### src/rtl/timer_irq_ctrl.sv
`default_nettype none
// ============================================================================
// Module  : timer_irq_ctrl
// Brief   : Edge-latched, masked, fixed-priority interrupt controller for the
//           8-bit timer's overflow/underflow flags, with an APB-style register
//           bus and an irq/irq_ack handshake.
// Revision: 1.0 - initial release
// ============================================================================
module timer_irq_ctrl (
    input  logic       pclk,
    input  logic       presetn,
    input  logic       psel,
    input  logic       penable,
    input  logic       pwrite,
    input  logic [7:0] paddr,
    input  logic [7:0] pwdata,
    output logic [7:0] prdata,
    output logic       pready,
    output logic       pslverr,
    input  logic       ovf_flag,
    input  logic       udf_flag,
    output logic       irq,
    input  logic       irq_ack
);

    localparam logic [1:0] c_IDLE   = 2'd0;
    localparam logic [1:0] c_ASSERT = 2'd1;
    localparam logic [1:0] c_HOLD   = 2'd2;

    localparam logic [7:0] c_ADDR_IER  = 8'h00;
    localparam logic [7:0] c_ADDR_IPR  = 8'h01;
    localparam logic [7:0] c_ADDR_IVR  = 8'h02;
    localparam logic [7:0] c_ADDR_ICNT = 8'h03;

    logic [1:0] r_state;
    logic [1:0] w_state_nxt;
    logic [1:0] r_flag_q;
    logic [1:0] r_ier_en;
    logic       r_ier_gie;
    logic [1:0] r_pend;
    logic [1:0] r_ovr;
    logic [7:0] r_icnt;

    logic       w_access;
    logic       w_wr;
    logic       w_rd;
    logic [1:0] w_rise;
    logic [1:0] w_active;
    logic [7:0] w_ivr;
    logic [1:0] w_w1c_pend;
    logic [1:0] w_w1c_ovr;
    logic       w_ack_take;
    logic [1:0] w_ack_clr;
    logic [1:0] w_clr;
    logic       w_unused;

    assign w_access = psel & penable;
    assign w_wr     = w_access & pwrite;
    assign w_rd     = w_access & ~pwrite;

    assign w_rise   = {udf_flag, ovf_flag} & ~r_flag_q;
    assign w_active = r_pend & r_ier_en & {2{r_ier_gie}};

    // ovf wins over udf; vector value doubles as the one-hot pending mask
    always_comb begin
        w_ivr = 8'h00;
        if (w_active[0]) begin
            w_ivr = 8'h01;
        end else if (w_active[1]) begin
            w_ivr = 8'h02;
        end
    end

    assign w_w1c_pend = (w_wr && paddr == c_ADDR_IPR) ? pwdata[1:0] : 2'b00;
    assign w_w1c_ovr  = (w_wr && paddr == c_ADDR_IPR) ? pwdata[5:4] : 2'b00;
    assign w_ack_clr  = w_ack_take ? w_ivr[1:0] : 2'b00;
    assign w_clr      = w_w1c_pend | w_ack_clr;

    // A new rise always wins over a same-cycle clear; overrun only when the
    // earlier event is still genuinely outstanding.
    always_ff @(posedge pclk or negedge presetn) begin
        if (!presetn) begin
            r_flag_q  <= 2'b00;
            r_ier_en  <= 2'b00;
            r_ier_gie <= 1'b0;
            r_pend    <= 2'b00;
            r_ovr     <= 2'b00;
            r_icnt    <= 8'h00;
        end else begin
            r_flag_q <= {udf_flag, ovf_flag};
            r_pend   <= w_rise | (r_pend & ~w_clr);
            r_ovr    <= (r_ovr & ~w_w1c_ovr) | (w_rise & r_pend & ~w_clr);
            if (w_wr && paddr == c_ADDR_IER) begin
                r_ier_en  <= pwdata[1:0];
                r_ier_gie <= pwdata[7];
            end
            if (w_wr && paddr == c_ADDR_ICNT) begin
                r_icnt <= 8'h00;
            end else if (w_ack_take && r_icnt != 8'hFF) begin
                r_icnt <= r_icnt + 8'h01;
            end
        end
    end

    always_ff @(posedge pclk or negedge presetn) begin
        if (!presetn) begin
            r_state <= c_IDLE;
        end else begin
            r_state <= w_state_nxt;
        end
    end

    always_comb begin
        w_state_nxt = r_state;
        case (r_state)
            c_IDLE: begin
                if (w_active != 2'b00) begin
                    w_state_nxt = c_ASSERT;
                end
            end
            c_ASSERT: begin
                if (irq_ack) begin
                    w_state_nxt = c_HOLD;
                end else if (w_active == 2'b00) begin
                    w_state_nxt = c_IDLE;
                end
            end
            c_HOLD: begin
                w_state_nxt = c_IDLE;
            end
            default: begin
                w_state_nxt = c_IDLE;
            end
        endcase
    end

    // irq is a direct decode of the state register, so it carries no comb path
    always_comb begin
        irq        = (r_state == c_ASSERT);
        w_ack_take = (r_state == c_ASSERT) && irq_ack;
    end

    always_comb begin
        prdata = 8'h00;
        if (w_rd) begin
            case (paddr)
                c_ADDR_IER:  prdata = {r_ier_gie, 5'b00000, r_ier_en};
                c_ADDR_IPR:  prdata = {2'b00, r_ovr, 2'b00, r_pend};
                c_ADDR_IVR:  prdata = w_ivr;
                c_ADDR_ICNT: prdata = r_icnt;
                default:     prdata = 8'h00;
            endcase
        end
    end

    assign pready   = 1'b1;
    assign pslverr  = presetn & w_access & (paddr > c_ADDR_ICNT);
    assign w_unused = &{1'b0, pwdata[6], pwdata[3:2]};

endmodule
`default_nettype wire

### config.mk
export PLATFORM = sky130hd
export DESIGN_NAME = timer_irq_ctrl
export DESIGN_NICKNAME = d
export VERILOG_FILES = /design/src/rtl/timer_irq_ctrl.sv
export SDC_FILE = /design/constraint.sdc
export NUM_CORES = 1
export LEC_CHECK = 0
export CAP_MARGIN = 20
export CELL_PAD_IN_SITES_DETAIL_PLACEMENT = 0
export CELL_PAD_IN_SITES_GLOBAL_PLACEMENT = 1
export CORE_MARGIN = 3
export CORE_UTILIZATION = 34
export DETAILED_ROUTE_END_ITERATION = 16
export PLACE_DENSITY_LB_ADDON = 0.1
export RECOVER_POWER = 100
export SETUP_SLACK_MARGIN = 0.1
export SLEW_MARGIN = 40
export SYNTH_ARGS = -nofsm -noshare
export SYNTH_HDL_FRONTEND = slang
export SYNTH_SLANG_ARGS = --single-unit
export TNS_END_PERCENT = 1
### constraint.sdc
create_clock -name pclk -period 1.86 [get_ports pclk]
set_clock_uncertainty 0.1 [all_clocks]
set_input_delay 0.186 -clock pclk [delete_from_list [all_inputs] [get_ports pclk]]
set_output_delay 0.186 -clock pclk [all_outputs]
set_load 0.05 [all_outputs]
==> results of run 1 <==
==> logic make-up after synthesis <==
| kind of cell | count (synthesis) | share of synthesized area (%) |
|---|---|---|
| mux | 10 | 9.18 |
| xor+xnor | 3 | 2.32 |
| compound gates | 19 | 10.4 |
| simple gates | 63 | 31.6 |
| buf+inv | 8 | 2.99 |
| flops | 19 | 42.0 |
| other cells | 1 | 0.332 |
| fa+ha+maj | 1 | 1.11 |
==> through the flow <==
step | cell area (sq um) | total power, uW | TNS [ns] | worst slack, ns
2_1_floorplan | 1140 | 467 | 0 | 0.0509
3_3_place_gp | 1700 | 555 | -3.01 | -0.253
3_5_place_dp | 1700 | 557 | -3.72 | -0.290
4_1_cts | 1830 | 782 | 0 | 0.0677
5_1_grt | 1810 | 808 | -0.0111 | -0.0111
6_report | 1810 | 764 | 0 | 0.0639
==> state kept, by name, indices dropped and copies added (netlist names) <==
register,cells
r_flag_q,2
r_icnt,8
r_ier_en,2
r_ier_gie,1
r_ovr,2
r_pend,2
r_state,2
==> metal layers <==
layer  share of wire (%)  wire (um)
met5                   0          0
met4                0.48         15
met3                 6.5        205
met2                  44       1400
met1                  49       1540
==> what timing repair did <==
item | CTS | global route
pin swaps | 10 | 6
resized for setup | 36 | 10
hold buffers | 0 | 0
endpoints found under the setup margin | 11 | 7
setup buffers | 5 | 1
==> area by class of cell <==
cell class                 count  share of cell area [%]
timing repair buffer          52                    28.9
multi-input combinational     97                    39.1
sequential                    19                    26.4
clock inverter                 1                   0.277
tap                           44                    3.04
clock buffer                   3                    1.25
inverter                       5                    1.04
==> power breakdown <==
| part | internal, uW | switching (uW) | total [uW] | leakage, uW |
|---|---|---|---|---|
| registers | 417 | 2.22 | 420 | 0.000236 |
| logic | 63.5 | 63.0 | 127 | 0.000509 |
| clock network | 80.0 | 137 | 217 | 0.0000177 |
==> synthesized netlist by cell type (all sizes together), types with 4 or more instances <==
cell type	instances
dfrtp	19
nor2	16
nand2	10
nand3	10
o21ai	9
mux2i	7
inv	5
nand2b	4
nand4	4
==> path summary, 6_finish.rpt <==
path / to / cells after the start / slack (ns) / startpoint
hold reg to reg: r_state[0]$_DFFE_PN0P_ / 1 / 0.39 / r_state[0]$_DFFE_PN0P_
setup / recovery: prdata[0] / 5 / 0.06 / r_ier_gie$_DFFE_PN0P_
setup reg to reg: r_icnt[6]$_DFFE_PN0P_ / 6 / 0.15 / r_icnt[1]$_DFFE_PN0P_
hold / removal: r_flag_q[1]$_DFF_PN0_ / 1 / 0.37 / udf_flag
max in group asynchronous: r_ier_gie$_DFFE_PN0P_ / 2 / 0.40 / presetn
min in group asynchronous: r_state[1]$_DFFE_PN0P_ / 2 / 0.53 / presetn
==> worst max-delay path, cell delays in order, from the launching register on <==
cell,delay (ns)
dfrtp_2,0.45
buf_6,0.13
nor3b_4,0.14
a311oi_2,0.26
nor2_2,0.07
clkbuf_16,0.17
==> impl_metrics.env, run 1 <==
export IMPL_status="complete, no violations"
export IMPL_synthTopCellsByArea="dfrtp_1 42%, mux2i_1 6.2%, nor2_1 5.3%"
export IMPL_post_route_util_pct=58.3
export IMPL_synth_top_cell_by_area="dfrtp_1"
export IMPL_busiest_layer="met2"
export IMPL_cp_data_arrival_time_ns=1.51
export IMPL_htreeDepth=1
export IMPL_die_x_um=63.7
export IMPL_root_buffer="clkbuf_4"
export IMPL_synth_cells=124
export IMPL_fmax_mhz=557
export IMPL_wire_per_inst_um=14.3
export IMPL_drive_gt1_share_pct=32.2
export IMPL_synth_top_cell_area_share_pct=42.0
export IMPL_cts_tree="built"
export IMPL_required_ns=1.57
export IMPL_ir_drop_uv=469
export IMPL_gp_congestion=0.793
export IMPL_period_needed_ns=1.80
export IMPL_grt_pass1_vias=1050
export IMPL_synthDistinctLibCells=32
export IMPL_synth_flop_cell="dfrtp_1"
export IMPL_min_path_type="primary input to flip-flop"
export IMPL_maxSlewViolCount=0
export IMPL_routed_wl_um=3160
export IMPL_die_h_um=63.7
export IMPL_syn_area_per_cell_sq_um=9.12
export IMPL_hpwlAfterDp_um=2350
export IMPL_ant_nets=0
export IMPL_synth_edf_count=0
export IMPL_grt_setup_unrepaired="true"
export IMPL_cts_buffers=3
export IMPL_drv_cap=0
export IMPL_grt_max_degree=20
export IMPL_insertion_delay_ns=0.30
export IMPL_cts_buffer_depth=2
export IMPL_grtUsageMet3_pct=4.10
export IMPL_viasPerCell=4.99
export IMPL_relSlewSlack_pct=26.7
export IMPL_crit_type="flip-flop to output pin"
export IMPL_crit_path_end_kind="output pin"
export IMPL_die_area_sq_mm=0.00405
export IMPL_io_pin_count=35
export IMPL_tightestPinTransition_ns=1.10
export IMPL_ys_ff_latch=19
export IMPL_dr_first_iter_drc_count=64
export IMPL_multi_input_area_sq_um=707
export IMPL_layout_common_cells="18 x dfrtp_1, 16 x buf_4, 11 x nor2_1"
export IMPL_ff_latch_area_sq_um=477
export IMPL_core_area_sq_mm=0.00310
export IMPL_grtUsageMet1_pct=22.8
export IMPL_initial_core_util_pct=36.5
export IMPL_hold_viol_final=0
export IMPL_gr_total_overflow=0
export IMPL_cts_sinks=19
export IMPL_dp_cells=211
export IMPL_area_delta_synth_final_pct=59.8
export IMPL_vias=1102
export IMPL_finalSetupViolCount=0
export IMPL_worst_path_max_fanout=3
export IMPL_firstDrtPassIters=4
export IMPL_final_cell_count_no_fill=221
export IMPL_whs_ns=0.368
export IMPL_cts_reportedPaths_clkPinSlew_ns=0.11
export IMPL_port_buffers=30
export IMPL_use_met2_pct=24.3
export IMPL_rows=20
export IMPL_grt_pass1_wl_um=5110
export IMPL_timing_final_crit_share_pct=96.6
export IMPL_final_nets=203
export IMPL_synth_seq_area_share_pct=42.0
export IMPL_grt_use_total_pct=16.0
export IMPL_startpoint_type="flip-flop"
export IMPL_powerDensity_mw_per_mm2=422
export IMPL_p_leak_uw=0.000762
export IMPL_antenna_found_initial=0
export IMPL_syn_num_nets=149
export IMPL_antenna_cells=0
export IMPL_synth_area_sq_mm=0.00113
export IMPL_drc_errors=0
export IMPL_async_reset_ff_share_pct=100
export IMPL_yosysWarnings=0
export IMPL_final_common_cell="dfrtp_1"
export IMPL_fillCellCount=300
Note: power is estimated with default switching activity, not from simulation.
==> run 2, diff against run 1 <==
==> constraint.sdc (replaced) <==
create_clock -name pclk -period 1.86 [get_ports pclk]
set_clock_uncertainty 0.1 [all_clocks]
set_input_delay 0.558 -clock pclk [delete_from_list [all_inputs] [get_ports pclk]]
set_output_delay 0.558 -clock pclk [all_outputs]
set_load 0.05 [all_outputs]
==> run 2 against run 1 <==
  * The flow now finishes with violations (setup timing)
  * Flip-flop and latch count is the same
  * Setup slack worse by 0.65 ns
  * First-iteration DRC count down 42%
  * Fmax shrank 26%
  * Non-clock buffer count is 5 higher
  * Sequential power hardly changed
  * Die area unchanged
  * Critical path type is now primary input to output pin
  * Cell area grew 5.1%
  * Total power about the same
  * Combinational power grew 4%
  * Critical endpoint is now prdata[5]
==> impl_metrics.env, run 2 (same netlist as run 1, synthesis figures left out) <==
export IMPL_grt_pass1_wl_um=5630
export IMPL_violations="setup timing"
export IMPL_cp_slowest_cell="nor4_4"
export IMPL_reg2reg_depth=6
export IMPL_wire_per_inst_um=14.8
export IMPL_die_area_sq_mm=0.00405
export IMPL_root_buffer="clkbuf_4"
export IMPL_tightestPinTransition_ns=1.04
export IMPL_area_delta_synth_final_pct=68.0
export IMPL_gp_congestion=0.811
export IMPL_vias=1148
export IMPL_whs_ns=0.374
export IMPL_post_route_util_pct=61.3
export IMPL_layout_setup_ws_ns=-0.583
export IMPL_startpoint_type="primary input"
export IMPL_fin_area_sq_mm=0.00190
export IMPL_largest_reg_flops=8
export IMPL_cp_data_arrival_time_ns=1.78
export IMPL_cts_sinks=19
export IMPL_gr_total_overflow=0
export IMPL_die_x_um=63.7
export IMPL_maxSlewViolCount=0
export IMPL_relSlewSlack_pct=30.5
export IMPL_dp_cells=219
export IMPL_insertion_delay_ns=0.30
export IMPL_finalSetupViolCount=13
export IMPL_drive_gt1_share_pct=39.0
export IMPL_rows=20
export IMPL_cts_tree="built"
export IMPL_required_ns=1.20
export IMPL_initial_core_util_pct=36.5
export IMPL_r2r_start="r_icnt[0]$_DFFE_PN0P_"
export IMPL_routed_wl_um=3340
export IMPL_cpPeakStageDelay_ns=0.28
export IMPL_hold_buffers=0
export IMPL_viasPerCell=5.08
export IMPL_fin_tns_setup_ns=-4.63
export IMPL_hold_end="r_state[0]$_DFFE_PN0P_"
export IMPL_io_pin_count=35
export IMPL_cts_buffers=3
export IMPL_final_common_cell="buf_4"
export IMPL_worstHoldStart="irq_ack"
export IMPL_min_path_type="primary input to flip-flop"
export IMPL_min_path_cells=2
export IMPL_crit_type="primary input to output pin"
export IMPL_drv_cap=0
export IMPL_worst_path_max_fanout=2
export IMPL_timing_final_crit_share_pct=131
export IMPL_htreeDepth=1
export IMPL_cts_reportedPaths_clkPinSlew_ns=0.12
export IMPL_final_nets=208
export IMPL_reg2reg_slack_ns=0.23
export IMPL_port_buffers=30
export IMPL_hpwlAfterDp_um=2570
export IMPL_dr_first_iter_drc_count=37
export IMPL_crit_path_end_kind="output pin"
export IMPL_fmax_mhz=409
export IMPL_core_area_sq_mm=0.00310
export IMPL_reg2reg_to="r_icnt[6]$_DFFE_PN0P_"
export IMPL_grt_use_total_pct=17.7
export IMPL_status="finished, violations left"
export IMPL_antenna_found_initial=0
export IMPL_powerDensity_mw_per_mm2=402
export IMPL_firstDrtPassIters=4
export IMPL_ir_drop_uv=260
export IMPL_die_h_um=63.7
export IMPL_final_cell_count_no_fill=226
export IMPL_hold_viol_final=0
export IMPL_placed_area_sq_mm=0.00180
export IMPL_period_needed_ns=2.44
export IMPL_drc_errors=0
export IMPL_p_leak_uw=0.000814
export IMPL_crit_chain="buf_6, nor4_4, nand4_1, buf_4, or2_4, nor2_4, buf_12"
export IMPL_grt_max_degree=20
export IMPL_grt_setup_unrepaired="true"
export IMPL_regMostFlops="r_icnt"
export IMPL_grt_pass1_vias=1121
export IMPL_antenna_cells=0
export IMPL_cts_buffer_depth=2
export IMPL_layout_common_cells="22 x buf_4, 17 x dfrtp_1, 11 x nor2_1"
export IMPL_ant_nets=0
## run 2: cell type report
class	count	area, sq um
tap	44	55.1
fill	293	1200
clock buffer	3	22.5
timing repair buffer	57	594
inverter	5	18.8
multi-input combinational	97	727
sequential	19	478
clock inverter	1	5.00
## run 2: routing by layer
| metal | up-vias | part of all wire [%] | track usage (%) |
|---|---|---|---|
| li1 | 558 | - | - |
| met4 | 0 | 0.57 | 4.04 |
| met1 | 562 | 46 | 24.8 |
| met3 | 2 | 4.0 | 2.67 |
| met5 | - | 0 | 0 |
| met2 | 26 | 49 | 28.7 |
## run 2: power by group
part,total (uW),switching (uW),internal [uW],leakage [uW]
registers,421,3.35,418,0.000235
clock network,210,130,80.0,0.0000177
logic,132,64.4,67.7,0.000562
total,763,198,565,0.000814
## run 2: worst max-delay path: cells and delay by family
| family | cells | cell delay, ns |
|---|---|---|
| buffers and inverters | 3 | 0.41 |
| AND/OR/NAND/NOR | 4 | 0.81 |
## run 2: stage by stage
step                setup slack (ns)  total power, uW
CTS                           -0.611              777
global placement              -0.902              558
global route                  -0.636              806
floorplan                     -0.585              469
detailed placement            -0.916              560
finish                        -0.583              763
## run 2: how the worst max path moves through the flow
stage              from         to  slack [ns]  cells after the start
6_report       paddr[6]  prdata[5]       -0.58                      7
5_1_grt        paddr[6]  prdata[4]       -0.64                      7
4_1_cts        paddr[4]  prdata[5]       -0.61                      7
3_5_place_dp   paddr[7]  prdata[1]       -0.92                      6
3_3_place_gp   paddr[7]  prdata[1]       -0.90                      6
2_1_floorplan  paddr[7]  prdata[1]       -0.58                      3
## run 2: timing repair
item / CTS / global route
endpoints found under the setup margin: 25 / 22
pin swaps: 9 / 6
gates cloned: 0 / 0
buffers inserted: 3 / 0
resized for setup: 36 / 14
==> run 3, diff against run 2 <==
Settings changed: CAP_MARGIN 20 to default, CORE_MARGIN 3 to default.
Clock period 1.86 ns to 2.6 ns, I/O delays scaled along.
==> run 3 against run 2 <==
  * The run still ends with setup timing left
  * Setup slack improved by 0.35 ns
  * Hold slack improved by 0.020 ns
  * Wire length shrank 11%
  * Die area down 12%
  * Sequential power is 29% lower
  * Critical path depth did not move
  * Clock-buffer cell count up 1
  * Critical endpoint unchanged
  * Largest cell class unchanged
==> impl_metrics.env, run 3 (same netlist as run 1, synthesis figures left out) <==
export IMPL_gr_total_overflow=0
export IMPL_layout_setup_ws_ns=-0.230
export IMPL_status="finished, violations left"
export IMPL_cts_buffers=3
export IMPL_cts_tree="built"
export IMPL_final_common_cell="dfrtp_1"
export IMPL_cts_buffer_depth=2
export IMPL_dpl_worst_slack_ns=-0.707
export IMPL_crit_type="primary input to output pin"
export IMPL_cp_slowest_cell="nor4_4"
export IMPL_critPathBufInv=3
export IMPL_gp_congestion=0.834
export IMPL_routed_wl_um=2960
export IMPL_required_ns=1.72
export IMPL_switching_power_uw=141
export IMPL_clkPwrFrac_pct=29.0
export IMPL_fmax_mhz=353
export IMPL_grt_pass1_vias=1127
export IMPL_grt_max_degree=20
export IMPL_ant_nets=0
export IMPL_grt_pass1_wl_um=5250
export IMPL_startpoint_type="primary input"
export IMPL_fillCellCount=320
export IMPL_cp_data_arrival_time_ns=1.95
export IMPL_finalSetupViolCount=8
export IMPL_final_nets=198
export IMPL_relSlewSlack_pct=30.2
export IMPL_crit_path_end_kind="output pin"
export IMPL_firstDrtPassIters=4
export IMPL_io_pin_count=35
export IMPL_maxSlewViolCount=0
export IMPL_largest_reg_flops=8
export IMPL_cts_reportedPaths_clkPinSlew_ns=0.12
export IMPL_dr_first_iter_drc_count=22
export IMPL_cts_sinks=19
export IMPL_ff_latch_area_sq_um=475
export IMPL_hold_buffers=0
export IMPL_die_x_um=59.7
export IMPL_netSwitchingFraction_pct=26.0
export IMPL_min_path_type="flip-flop to flip-flop"
export IMPL_powerDensity_mw_per_mm2=311
export IMPL_worstHoldStart="r_state[0]$_DFFE_PN0P_"
export IMPL_critPathLaunch="paddr[6]"
export IMPL_path_delay_family="simple AND/OR/NAND/NOR gates"
export IMPL_drive_gt1_share_pct=30.2
export IMPL_p_leak_uw=0.000745
export IMPL_area_delta_synth_final_pct=54.6
export IMPL_ir_drop_uv=189
export IMPL_p_total_uw=544
export IMPL_internal_power_uw=402
export IMPL_comb_power_share_pct=15.6
export IMPL_whs_ns=0.395
export IMPL_post_route_util_pct=56.4
export IMPL_wire_per_inst_um=13.7
export IMPL_worst_path_max_fanout=4
export IMPL_insertion_delay_ns=0.30
export IMPL_crit_path_frequent_cell="buf_6"
export IMPL_antenna_found_initial=0
export IMPL_drc_errors=0
export IMPL_multi_input_area_sq_um=669
export IMPL_rows=20
export IMPL_viasPerCell=5.05
export IMPL_die_area_sq_mm=0.00356
export IMPL_dp_cells=210
export IMPL_crit_chain="buf_6, nor4_4, nand4_1, buf_6, or2_4, nor2_4, buf_12"
export IMPL_grt_use_total_pct=19.8
export IMPL_p_seq_share_pct=55.4
export IMPL_grt_setup_unrepaired="true"
export IMPL_layout_common_cells="19 x dfrtp_1, 14 x buf_4, 10 x nand2_1, 10 x nor2_1"
export IMPL_tightestPinTransition_ns=1.05
export IMPL_period_needed_ns=2.83
export IMPL_htreeDepth=1
export IMPL_antenna_cells=0
export IMPL_drv_cap=0
export IMPL_r2r_start="r_icnt[1]$_DFFE_PN0P_"
export IMPL_root_buffer="clkbuf_4"
export IMPL_initial_core_util_pct=36.5
export IMPL_hpwlAfterDp_um=2240
export IMPL_violations="setup timing"
export IMPL_regMostFlops="r_icnt"
export IMPL_final_cell_count_no_fill=216
export IMPL_core_area_sq_mm=0.00310
export IMPL_vias=1090
export IMPL_port_buffers=30
export IMPL_timing_final_crit_share_pct=109
export IMPL_hold_viol_final=0
export IMPL_cpPeakStageDelay_ns=0.28
export IMPL_die_h_um=59.7
==> run 3: power groups by stage <==
stage	registers [uW]	clock network, uW	logic (uW)
after floorplan	306	0	29.7
after global placement	307	0	88.7
after detailed placement	307	0	89.8
after CTS	301	167	87.9
after global routing	302	176	93.5
final	301	158	84.9
==> run 3: metrics by stage <==
step	area [sq um]	setup TNS, ns
final	1750	-1.44
after global routing	1750	-2.06
after CTS	1760	-2.05
after detailed placement	1720	-5.98
after global placement	1720	-5.79
after floorplan	1170	-1.82
==> run 3: area by class of cell <==
cell class | instances | area share, %
timing repair buffer | 47 | 28.8
clock buffer | 4 | 1.50
inverter | 5 | 1.07
sequential | 19 | 27.2
multi-input combinational | 97 | 38.3
tap | 44 | 3.15
==> run 3: worst reg2reg max path: stages (launching register included) <==
cell     delay (ns)
dfrtp_1        0.45
ha_1           0.23
nand4_1        0.25
o21ai_0        0.44
mux2i_1        0.24
nor2_1         0.06
==> run 3: path summary, 6_finish.rpt <==
kind	to	slack (ns)	depth (start not counted)
setup / recovery	prdata[5]	-0.23	7
hold / removal	r_state[0]$_DFFE_PN0P_	0.39	1
setup reg to reg	r_icnt[1]$_DFFE_PN0P_	0.75	5
hold reg to reg	r_state[0]$_DFFE_PN0P_	0.39	1
max in group asynchronous	r_icnt[1]$_DFFE_PN0P_	1.01	2
min in group asynchronous	r_icnt[4]$_DFFE_PN0P_	0.77	2
==> run 3: what timing repair did <==
action,in CTS,in global routing
pin swaps,7,7
gates resized for setup,27,11
buffers inserted,2,0
setup endpoints to repair,10,9
==> run 3: layer usage <==
layer	part of all wire, %	wire length [um]	up-vias	track usage, %
li1	-	-	539	-
met1	50	1480	517	26.8
met2	44	1300	28	31.3
met3	4.3	128	6	3.25
met4	1.9	56	0	8.31
met5	0	0	-	0
